<file path="config.mk">
export PLATFORM = sky130hd
export DESIGN_NAME = fft_seq_ctrl
export DESIGN_NICKNAME = d
export VERILOG_FILES = /design/src/rtl/fft_seq_ctrl.sv
export SDC_FILE = /design/constraint.sdc
export NUM_CORES = 1
export LEC_CHECK = 0
export CAP_MARGIN = 20
export CORE_ASPECT_RATIO = 0.5
export CORE_MARGIN = 3
export CORE_UTILIZATION = 55
export DETAILED_ROUTE_END_ITERATION = 7
export PLACE_DENSITY = 0.78
export SYNTH_ARGS = -nofsm -noshare
export SYNTH_HDL_FRONTEND = slang
export SYNTH_SLANG_ARGS = --single-unit
</file>
<file path="constraint.sdc">
create_clock -name clk -period 12 [get_ports clk]
set_clock_uncertainty 0.1 [all_clocks]
set_input_delay 1.8 -clock clk [delete_from_list [all_inputs] [get_ports clk]]
set_output_delay 1.8 -clock clk [all_outputs]
set_load 0.01 [all_outputs]
</file>
<file path="src/rtl/fft_seq_ctrl.sv">
// Sequencer for one 2^N_LOG2-point radix-2 DIT FFT frame: bit-reversed load, staged butterfly
// issue over valid/ready with an outstanding-request limit, then natural-order unload.
module fft_seq_ctrl #(
  parameter int N_LOG2    = 9,
  parameter int RAM_LAT   = 1,
  parameter int MAX_OUTST = 4
) (
  input  logic              clk,
  input  logic              reset,
  input  logic              start_async,
  output logic [N_LOG2-1:0] in_addr,
  output logic              load_we,
  output logic [N_LOG2-1:0] load_addr,
  output logic              bfly_valid,
  input  logic              bfly_ready,
  output logic [N_LOG2-1:0] bfly_addr_a,
  output logic [N_LOG2-1:0] bfly_addr_b,
  output logic [N_LOG2-2:0] tw_addr,
  input  logic              bfly_done,
  output logic [N_LOG2-1:0] out_rd_addr,
  output logic              out_we,
  output logic [N_LOG2-1:0] out_wr_addr,
  output logic              busy,
  output logic              done,
  output logic              err
);

  localparam int N  = 1 << N_LOG2;
  localparam int CW = $clog2(N + RAM_LAT) + 1;
  localparam int SW = $clog2(N_LOG2 + 1);
  localparam int BW = N_LOG2 - 1;
  localparam int OW = (BW > $clog2(MAX_OUTST + 1)) ? BW : $clog2(MAX_OUTST + 1);

  localparam logic [CW-1:0]     XFER_LAST = CW'(N + RAM_LAT - 1);
  localparam logic [CW-1:0]     N_CNT     = CW'(N);
  localparam logic [BW-1:0]     B_LAST    = BW'((N / 2) - 1);
  localparam logic [SW-1:0]     S_LAST    = SW'(N_LOG2 - 1);
  localparam logic [OW-1:0]     OUTST_MAX = OW'(MAX_OUTST);
  localparam logic [N_LOG2-1:0] A_ZERO    = N_LOG2'(0);
  localparam logic [BW-1:0]     B_ZERO    = BW'(0);
  localparam logic [SW-1:0]     S_ZERO    = SW'(0);
  localparam logic [OW-1:0]     O_ZERO    = OW'(0);
  localparam logic [CW-1:0]     C_ZERO    = CW'(0);

  typedef enum logic [2:0] {
    IDLE   = 3'd0,
    LOAD   = 3'd1,
    STAGE  = 3'd2,
    DRAIN  = 3'd3,
    UNLOAD = 3'd4,
    DONE   = 3'd5
  } state_t;

  state_t            state;
  logic [CW-1:0]     cnt;
  logic [CW-1:0]     cnt_inc;
  logic [SW-1:0]     s;
  logic [SW-1:0]     s_inc;
  logic [BW-1:0]     b;
  logic [BW-1:0]     b_inc;
  logic [OW-1:0]     outst;
  logic [OW-1:0]     outst_nxt;
  logic              hs;
  logic              valid_ok;
  logic              spurious_done;
  logic              sync1, sync2, sync3;
  logic              start_edge;
  logic              load_src;
  logic              unload_src;
  logic [RAM_LAT-1:0] ld_v;
  logic [RAM_LAT-1:0] ul_v;
  logic [N_LOG2-1:0] ld_a [RAM_LAT];
  logic [N_LOG2-1:0] ul_a [RAM_LAT];

  function automatic logic [N_LOG2-1:0] bitrev(input logic [N_LOG2-1:0] v);
    logic [N_LOG2-1:0] r;
    for (int k = 0; k < N_LOG2; k++) r[k] = v[N_LOG2-1-k];
    return r;
  endfunction

  function automatic logic [N_LOG2-1:0] pos_of(input logic [BW-1:0] bb, input logic [SW-1:0] ss);
    logic [N_LOG2-1:0] mask;
    mask = (N_LOG2'(1) << ss) - N_LOG2'(1);
    return {1'b0, bb} & mask;
  endfunction

  function automatic logic [N_LOG2-1:0] calc_a(input logic [BW-1:0] bb, input logic [SW-1:0] ss);
    logic [N_LOG2-1:0] bw;
    bw = {1'b0, bb};
    return ((bw >> ss) << (ss + SW'(1))) | pos_of(bb, ss);
  endfunction

  function automatic logic [N_LOG2-1:0] calc_b(input logic [BW-1:0] bb, input logic [SW-1:0] ss);
    return calc_a(bb, ss) + (N_LOG2'(1) << ss);
  endfunction

  function automatic logic [N_LOG2-2:0] calc_tw(input logic [BW-1:0] bb, input logic [SW-1:0] ss);
    logic [N_LOG2-1:0] t;
    t = pos_of(bb, ss) << (SW'(N_LOG2 - 1) - ss);
    return t[N_LOG2-2:0];
  endfunction

  assign start_edge = sync2 & ~sync3;
  assign load_we    = ld_v[RAM_LAT-1];
  assign load_addr  = ld_a[RAM_LAT-1];
  assign out_we     = ul_v[RAM_LAT-1];
  assign out_wr_addr = ul_a[RAM_LAT-1];

  // Start flag crosses from the sck domain through two flops plus an edge-detect flop
  always_ff @(posedge clk or posedge reset) begin
    if (reset) begin
      sync1 <= 1'b0;
      sync2 <= 1'b0;
      sync3 <= 1'b0;
    end else begin
      sync1 <= start_async;
      sync2 <= sync1;
      sync3 <= sync2;
    end
  end

  // Handshake, outstanding-count update and counter increments
  always_comb begin
    hs        = bfly_valid & bfly_ready;
    cnt_inc   = cnt + CW'(1);
    s_inc     = s + SW'(1);
    b_inc     = b + BW'(1);
    load_src  = (state == LOAD) && (cnt < N_CNT);
    unload_src = (state == UNLOAD) && (cnt < N_CNT);
    case ({hs, bfly_done})
      2'b10:   outst_nxt = outst + OW'(1);
      2'b01:   outst_nxt = (outst == O_ZERO) ? O_ZERO : outst - OW'(1);
      default: outst_nxt = outst;
    endcase
    valid_ok = outst_nxt < OUTST_MAX;
    // a done that outlived a mid-frame reset lands in IDLE and is not an error
    spurious_done = bfly_done && !hs && (outst == O_ZERO) && (state != IDLE);
  end

  // RAM read-latency pipelines for the load and unload write ports
  always_ff @(posedge clk or posedge reset) begin
    if (reset) begin
      ld_v <= RAM_LAT'(0);
      ul_v <= RAM_LAT'(0);
      for (int k = 0; k < RAM_LAT; k++) begin
        ld_a[k] <= A_ZERO;
        ul_a[k] <= A_ZERO;
      end
    end else begin
      ld_v[0] <= load_src;
      ld_a[0] <= load_src ? bitrev(in_addr) : A_ZERO;
      ul_v[0] <= unload_src;
      ul_a[0] <= unload_src ? out_rd_addr : A_ZERO;
      for (int k = 1; k < RAM_LAT; k++) begin
        ld_v[k] <= ld_v[k-1];
        ld_a[k] <= ld_a[k-1];
        ul_v[k] <= ul_v[k-1];
        ul_a[k] <= ul_a[k-1];
      end
    end
  end

  // Frame sequencer with registered outputs
  always_ff @(posedge clk or posedge reset) begin
    if (reset) begin
      state       <= IDLE;
      cnt         <= C_ZERO;
      s           <= S_ZERO;
      b           <= B_ZERO;
      outst       <= O_ZERO;
      in_addr     <= A_ZERO;
      out_rd_addr <= A_ZERO;
      bfly_valid  <= 1'b0;
      bfly_addr_a <= A_ZERO;
      bfly_addr_b <= A_ZERO;
      tw_addr     <= BW'(0);
      busy        <= 1'b0;
      done        <= 1'b0;
      err         <= 1'b0;
    end else begin
      outst <= outst_nxt;
      if ((start_edge && (state != IDLE)) || spurious_done) err <= 1'b1;
      case (state)
        IDLE: begin
          if (start_edge) begin
            state   <= LOAD;
            busy    <= 1'b1;
            cnt     <= C_ZERO;
            in_addr <= A_ZERO;
          end
        end
        LOAD: begin
          cnt     <= cnt_inc;
          in_addr <= (cnt_inc < N_CNT) ? cnt_inc[N_LOG2-1:0] : A_ZERO;
          if (cnt == XFER_LAST) begin
            state       <= STAGE;
            cnt         <= C_ZERO;
            s           <= S_ZERO;
            b           <= B_ZERO;
            bfly_valid  <= valid_ok;
            bfly_addr_a <= calc_a(B_ZERO, S_ZERO);
            bfly_addr_b <= calc_b(B_ZERO, S_ZERO);
            tw_addr     <= calc_tw(B_ZERO, S_ZERO);
          end
        end
        STAGE: begin
          if (hs) begin
            if (b == B_LAST) begin
              state       <= DRAIN;
              bfly_valid  <= 1'b0;
              bfly_addr_a <= A_ZERO;
              bfly_addr_b <= A_ZERO;
              tw_addr     <= BW'(0);
            end else begin
              b           <= b_inc;
              bfly_valid  <= valid_ok;
              bfly_addr_a <= calc_a(b_inc, s);
              bfly_addr_b <= calc_b(b_inc, s);
              tw_addr     <= calc_tw(b_inc, s);
            end
          end else begin
            bfly_valid <= valid_ok;
          end
        end
        DRAIN: begin
          // stage barrier: next stage reads what this stage wrote
          if (outst == O_ZERO) begin
            if (s == S_LAST) begin
              state       <= UNLOAD;
              cnt         <= C_ZERO;
              out_rd_addr <= A_ZERO;
            end else begin
              state       <= STAGE;
              s           <= s_inc;
              b           <= B_ZERO;
              bfly_valid  <= valid_ok;
              bfly_addr_a <= calc_a(B_ZERO, s_inc);
              bfly_addr_b <= calc_b(B_ZERO, s_inc);
              tw_addr     <= calc_tw(B_ZERO, s_inc);
            end
          end
        end
        UNLOAD: begin
          cnt         <= cnt_inc;
          out_rd_addr <= (cnt_inc < N_CNT) ? cnt_inc[N_LOG2-1:0] : A_ZERO;
          if (cnt == XFER_LAST) begin
            state <= DONE;
            cnt   <= C_ZERO;
            done  <= 1'b1;
          end
        end
        DONE: begin
          state <= IDLE;
          done  <= 1'b0;
          busy  <= 1'b0;
        end
        default: begin
          state      <= IDLE;
          busy       <= 1'b0;
          done       <= 1'b0;
          bfly_valid <= 1'b0;
        end
      endcase
    end
  end

endmodule
</file>
==> flow_summary_export.csv, run 1 <==
group,metric,value,unit
synthesis,synthAdderAreaFrac,0.0526,
grt,grt_usage,0.263,
power,leakage,0.00333,uW
power,sequentialPowerShare,0.410,
timing,fin_crit_sh,0.439,
hold_path,hold_start,"sync1",
power,netSwitchingFraction,0.366,
hold_path,hold_depth,0,
setup_path,worstPathRequired,12130,ps
setup_path,r2r-start,"s[1]",
power,p_int,674,uW
synthesis,synth_top_family_by_area,"compound AO/OA/AOI/OAI gates",
timing,hold_viol,0,
power,pwr-share-clk,0.293,
synthesis,synth-simple-area-share,0.215,
power,power_density,139,mW/mm^2
setup_path,critPathLaunchType,"flip-flop",
route,routed_wl,17200,um
finish,drive_gt1_frac,0.0574,
floorplanning,die_x,161,um
finish,synthToLayoutAreaGrowth,16.6,%
finish,diodes,0,
floorplanning,die_area,0.0134,mm^2
finish,final_cell_mix,"dfrtp_1 (105), nand2_1 (92), o21ai_0 (77), clkdlybuf4s50_1 (72), nor2_1 (56)",
finish,final_common_cell,"dfrtp_1",
clocking,clock-sinks,105,
synthesis,async_flop_share,1.00,
power,vdd.ir_drop.worst,92.5,uV
route,routedWlPerCell,17.9,um
power,netSwitchingPower,389,uW
setup_path,cp.arrival,5390,ps
synthesis,synth_top_area_frac,0.400,
timing,timing.fmax,0.190,GHz
hold_path,min_path_type,"reg -> reg",
synthesis,synth_cells,753,
clocking,cts_hold_buf,0,
synthesis,synthFlopType,"dfrtp_1",
synthesis,synth_area_per_cell,8.72,um^2
timing,tightest_slew,1050,ps
place,place_congestion,1.01,
setup_path,crit_start,"s[1]",
setup_path,crit_type,"reg -> reg",
route,ant_nets,0,
clocking,numCtsBuffers,9,
synthesis,synthesis.area,0.00657,mm^2
synthesis,synthTopCellsByArea,"dfrtp_1 (40%), o21ai_0 (5.9%), nand2_1 (5.3%)",
timing,finalSetupViolations,0,
route,vias,5915,
synthesis,synth_edf_count,0,
clocking,cts_tree,"yes",
finish,fin_util,0.677,
power,combPwrFrac,0.297,
clocking,clk_pin_slew,90,ps
setup_path,cp_max_fo,31,
setup_path,critPathCaptureType,"flip-flop",
synthesis,ys_types,77,
clocking,cts_buffer_depth,2,
floorplanning,rows,27,
timing,maxSlewViolCount,0,
timing,setup_tns,0,ps
place,port_buffers,72,
synthesis,muxShareOfSynthArea,0.0150,
timing,min_period,5270,ps
grt,antenna_found_initial,0,
finish,final_net_count,828,
synthesis,synth-xor-area-share,0.0360,
grt,grt_pass1_wl,29100,um
route,post-route-drc-count,0,
clocking,cts_max_level,3,
synthesis,ys_warn_count,0,
synthesis,ys_ff_latch,105,
clocking,root_buffer,"clkbuf_16",
synthesis,synth_largest_area_cell,"dfrtp_1",
timing,rsz0062_at_grt,"false",
route,drt_iter0_drc,600,
route,firstDrtPassIters,6,
clocking,clk_latency,360,ps
floorplanning,ioPinCount,73,
floorplanning,start_util,0.580,
clocking,post_cts_buffers,0,
route,vias_per_cell,6.16,
grt,grt_pass1_vias,5524,
setup_path,worst-r2r-cell-count,15,
clocking,ctsResizeCount,0,
floorplanning,core_area,0.0113,mm^2
synthesis,yosysSeqAreaShare,0.400,
grt,grt_max_degree,61,
place,hpwl,12500,um
flow_run,cap_viol_max_count,0,
run_status,status,"complete, no violations",
synthesis,synth_compound_area_frac,0.238,
timing,slew_headroom,0.301,
synthesis,syn-num-nets,785,
grt,grt-ovfl-total,0,
floorplanning,die_y,83.3,um
-- metal layers --
metal	global-route usage	routed length, um	vias to the layer above
li1	-	-	2811
met4	0.0559	143	0
met3	0.0523	1220	17
met5	0	0	-
met1	0.378	7930	2861
met2	0.415	7860	226
-- through the flow --
stage,cells,worst slack (ps),total power [uW],area (um^2),hold slack [ps]
after floorplan,753,7340,654,6570,231
after global placement,944,7020,742,7340,235
after detailed placement,944,6870,752,7340,236
after CTS,960,6860,1060,7660,262
after global routing,960,6370,1120,7660,270
final,960,6730,1060,7660,265
-- synth_stat cells, types with 8 or more instances --
cell      number
xnor2_1       19
ha_1          26
o21ai_0       77
nand2b_1      12
a21oi_1       28
a31oi_1        9
nor2_1        56
nor2b_1       10
inv_1         26
a22oi_1       10
clkbuf_1      30
xor2_1         8
nand2_1       92
and3_1         9
and2_1        23
o31ai_1       13
buf_2          9
a22o_1        14
nand3_1       23
dfrtp_1      105
a21o_1         8
nor3_1        17
-- layout make-up --
class | instances | area [um^2]
Timing Repair Buffer | 76 | 751
Inverter | 28 | 108
Sequential cell | 105 | 2630
Clock buffer | 9 | 225
Clock inverter | 7 | 93.8
Multi-Input combinational cell | 576 | 3660
Tap cell | 159 | 199
Fill cell | 902 | 3660
-- critical path, stage by stage, from the launching register on --
cell and delay (ps):
dfrtp_1 870, clkinv_1 480, ha_1 1020, nand2b_1 310, nor3_1 100, a21o_1 240, ha_1 210, fa_1 410
a21o_1 180, a21oi_1 230, nor2b_1 80, o21a_1 190, o41ai_1 320, xnor2_1 180, xnor2_1 130, o21ai_0 80
-- final timing paths --
| path | endpoint | slack [ps] |
|---|---|---|
| setup / recovery | bfly_addr_b[8] | 6730 |
| hold / removal | sync2 | 270 |
| setup reg to reg | bfly_addr_b[8] | 6730 |
| hold reg to reg | sync2 | 270 |
| max in group asynchronous | outst[0] | 8900 |
| min in group asynchronous | b[5] | 1760 |
-- power by group through the flow --
stage               logic (uW)  registers, uW  clock network, uW
CTS                        312            434                314
floorplan                  224            430                  0
global route               347            443                331
detailed placement         311            441                  0
global placement           303            438                  0
finish                     315            435                311
-- logic make-up (layout without fill, tap and decap cells) --
group                    Yosys count  in the layout
XOR/XNOR                          27             27
AND/OR/NAND/NOR                  283            283
flip-flops                       105            105
adder cells (fa/ha/maj)           27             27
buffers and inverters             72            120
AO/OA/AOI/OAI                    233            233
multiplexers                       6              6
-- flip-flops by register name, indices dropped and copies added, names as in the netlist, 3 cells and up --
name         cells
b                8
outst            8
state            3
in_addr          9
tw_addr          8
cnt             11
out_wr_addr      9
s                4
load_addr        9
bfly_addr_b      9
out_rd_addr      9
bfly_addr_a      9
No activity file was read; power rests on OpenSTA's default activity.
==> run 2, diff against run 1 <==
CORE_UTILIZATION = 52   (was 55)
clock period = 4.6 ns   (was 12 ns; I/O delays follow)
==> run 2 against run 1 <==
Compared with the run above:
- sequential share of layout area fell by 0.92 points
- worst setup slack worse by 6400 ps
- hold slack lost 9.3 ps
- largest power group unchanged
- register-to-register slack worse by 6400 ps
- global-route usage shrank 0.45 points
- highest routed layer unchanged
- wire length is 3.3% higher
- first-iteration DRC count rose by 31%
==> flow_summary_export.csv, run 2 (synthesized netlist as in run 1, its figures left out) <==
group,metric,value,unit
clocking,root_buffer,"clkbuf_16",
timing,fin_crit_sh,0.932,
floorplanning,die_area,0.0141,mm^2
clocking,cts_hold_buf,0,
floorplanning,die_y,85.5,um
grt,grt_max_degree,83,
grt,grt-ovfl-total,0,
route,ant_nets,0,
route,routedWlPerCell,17.9,um
timing,timing.fmax,0.233,GHz
setup_path,crit_type,"reg -> reg",
setup_path,critPathCaptureType,"flip-flop",
floorplanning,die_x,165,um
setup_path,slowest_stage,"dfrtp_2",
clocking,clock-sinks,105,
power,vdd.ir_drop.worst,206,uV
place,dpl.cell_count,970,
route,post-route-drc-count,0,
finish,diodes,0,
clocking,numCtsBuffers,9,
setup_path,worstPathRequired,4730,ps
timing,maxSlewViolCount,0,
hold_path,min_path_type,"reg -> reg",
route,vias_per_cell,6.10,
place,place_congestion,0.978,
setup_path,path_buf_inv,2,
place,hpwl,12800,um
finish,largest_reg_flops,11,
finish,top_register,"cnt",
finish,final_net_count,850,
power,sequentialPowerShare,0.392,
route,firstDrtPassIters,5,
power,combPwrFrac,0.312,
setup_path,critPathLaunchType,"flip-flop",
power,pwr-share-clk,0.296,
clocking,clk_latency,360,ps
route,routed_wl,17700,um
grt,grt_pass1_wl,29200,um
finish,drive_gt1_frac,0.0875,
setup_path,slowest_delay,450,ps
clocking,cts_buffer_depth,2,
power,netSwitchingFraction,0.355,
clocking,clk_pin_slew,80,ps
clocking,cts_max_level,3,
floorplanning,ioPinCount,73,
floorplanning,core_area,0.0121,mm^2
clocking,cts_tree,"yes",
finish,final_common_cell,"dfrtp_1",
timing,setup_tns,0,ps
finish,synthToLayoutAreaGrowth,19.9,%
setup_path,worstPathCellList,"ha_1 > inv_1 > or3_4 > a211o_1 > a311o_1 > buf_4 > or2_0 > o31ai_1 > a21o_1 > ha_1 > a21o_1 > a21oi_1 > o21bai_1 > a21oi_1 > o21ai_0 > xor2_1 > a22oi_1 > o21ai_0",
grt,grt_usage,0.259,
route,drt_iter0_drc,784,
setup_path,crit_family,"compound AO/OA/AOI/OAI gates",
floorplanning,rows,28,
grt,antenna_found_initial,0,
hold_path,hold_depth,0,
timing,rsz0062_at_grt,"false",
floorplanning,start_util,0.543,
setup_path,cp_num_cells,18,
timing,min_period,4290,ps
setup_path,cp.arrival,4410,ps
run_status,status,"complete, no violations",
setup_path,worst-r2r-cell-count,18,
flow_run,cap_viol_max_count,0,
timing,tightest_slew,868,ps
power,netSwitchingPower,1020,uW
timing,hold_viol,0,
finish,stdcell_count,988,
route,vias,6025,
power,power_density,363,mW/mm^2
finish,fin_util,0.652,
place,port_buffers,72,
setup_path,cp_max_fo,9,
timing,finalSetupViolations,0,
timing,slew_headroom,0.417,
finish,final_cell_mix,"dfrtp_1 (103), nand2_1 (92), o21ai_0 (77), clkdlybuf4s50_1 (72), nor2_1 (56)",
power,leakage,0.00346,uW
power,p_int,1840,uW
grt,grt_pass1_vias,5636,
==> run 2: cell count changes in the layout (fill, tap and decap cells not counted) <==
cell	delta
buf_4	+20
clkinv_8	-2
dfrtp_1	-2
dfrtp_2	+2
buf_16	+1
bufinv_16	+1
clkbuf_4	+1
inv_8	+1
o41ai_1	-1
o41ai_2	+1
xor2_1	-1
xor2_2	+1
==> run 2: power groups by stage <==
stage	clock [uW]	combinational, uW	sequential (uW)
after floorplan	0	584	1120
after global placement	0	859	1130
after detailed placement	0	870	1130
after CTS	862	880	1110
after global routing	898	984	1130
final	846	893	1120
==> run 2: path summary, 6_finish.rpt <==
path | startpoint | endpoint | slack, ps
hold / removal | sync1 | sync2 | 260
max in group asynchronous | reset | outst[1] | 3360
min in group asynchronous | reset | out_wr_addr[7] | 470
setup reg to reg | b[1] | bfly_addr_b[7] | 310
hold reg to reg | sync1 | sync2 | 260
setup / recovery | b[1] | bfly_addr_b[7] | 310
==> run 2: layer usage <==
metal	up-vias	GRT usage	share of wire
li1	2842	-	-
met1	2877	0.376	0.46
met2	275	0.397	0.44
met3	31	0.0492	0.081
met4	0	0.0708	0.019
met5	-	0	0
==> run 2: timing repair <==
item                                    CTS  global route
endpoints found under the setup margin    0             2
resized for setup                         0             4
setup buffers                             0             0
==> run 2: layout make-up <==
| class | instances | area [um^2] |
|---|---|---|
| Fill cell | 983 | 4210 |
| Timing Repair Buffer | 98 | 936 |
| Clock inverter | 7 | 103 |
| Multi-Input combinational cell | 576 | 3670 |
| Inverter | 28 | 108 |
| Sequential cell | 105 | 2630 |
| Clock buffer | 9 | 225 |
| Tap cell | 165 | 206 |
==> run 2: worst register-to-register path: cells and delay by family, from the launching register on <==
kind                     cells  cell delay [ps]
XOR/XNOR                     1              150
AND/OR/NAND/NOR              2              590
buffers and inverters        2              250
flip-flops                   1              450
adder cells (fa/ha/maj)      2              520
AO/OA/AOI/OAI               11             2080
==> run 2: stage by stage <==
stage / power (uW) / setup WS [ps] / cell area (um^2) / hold slack (ps)
5_1_grt: 3020 / 29.1 / 7880 / 282
2_1_floorplan: 1710 / 444 / 6570 / 231
3_3_place_gp: 1990 / 362 / 7500 / 234
3_5_place_dp: 2000 / 260 / 7500 / 238
4_1_cts: 2860 / 195 / 7830 / 254
6_report: 2860 / 311 / 7880 / 256
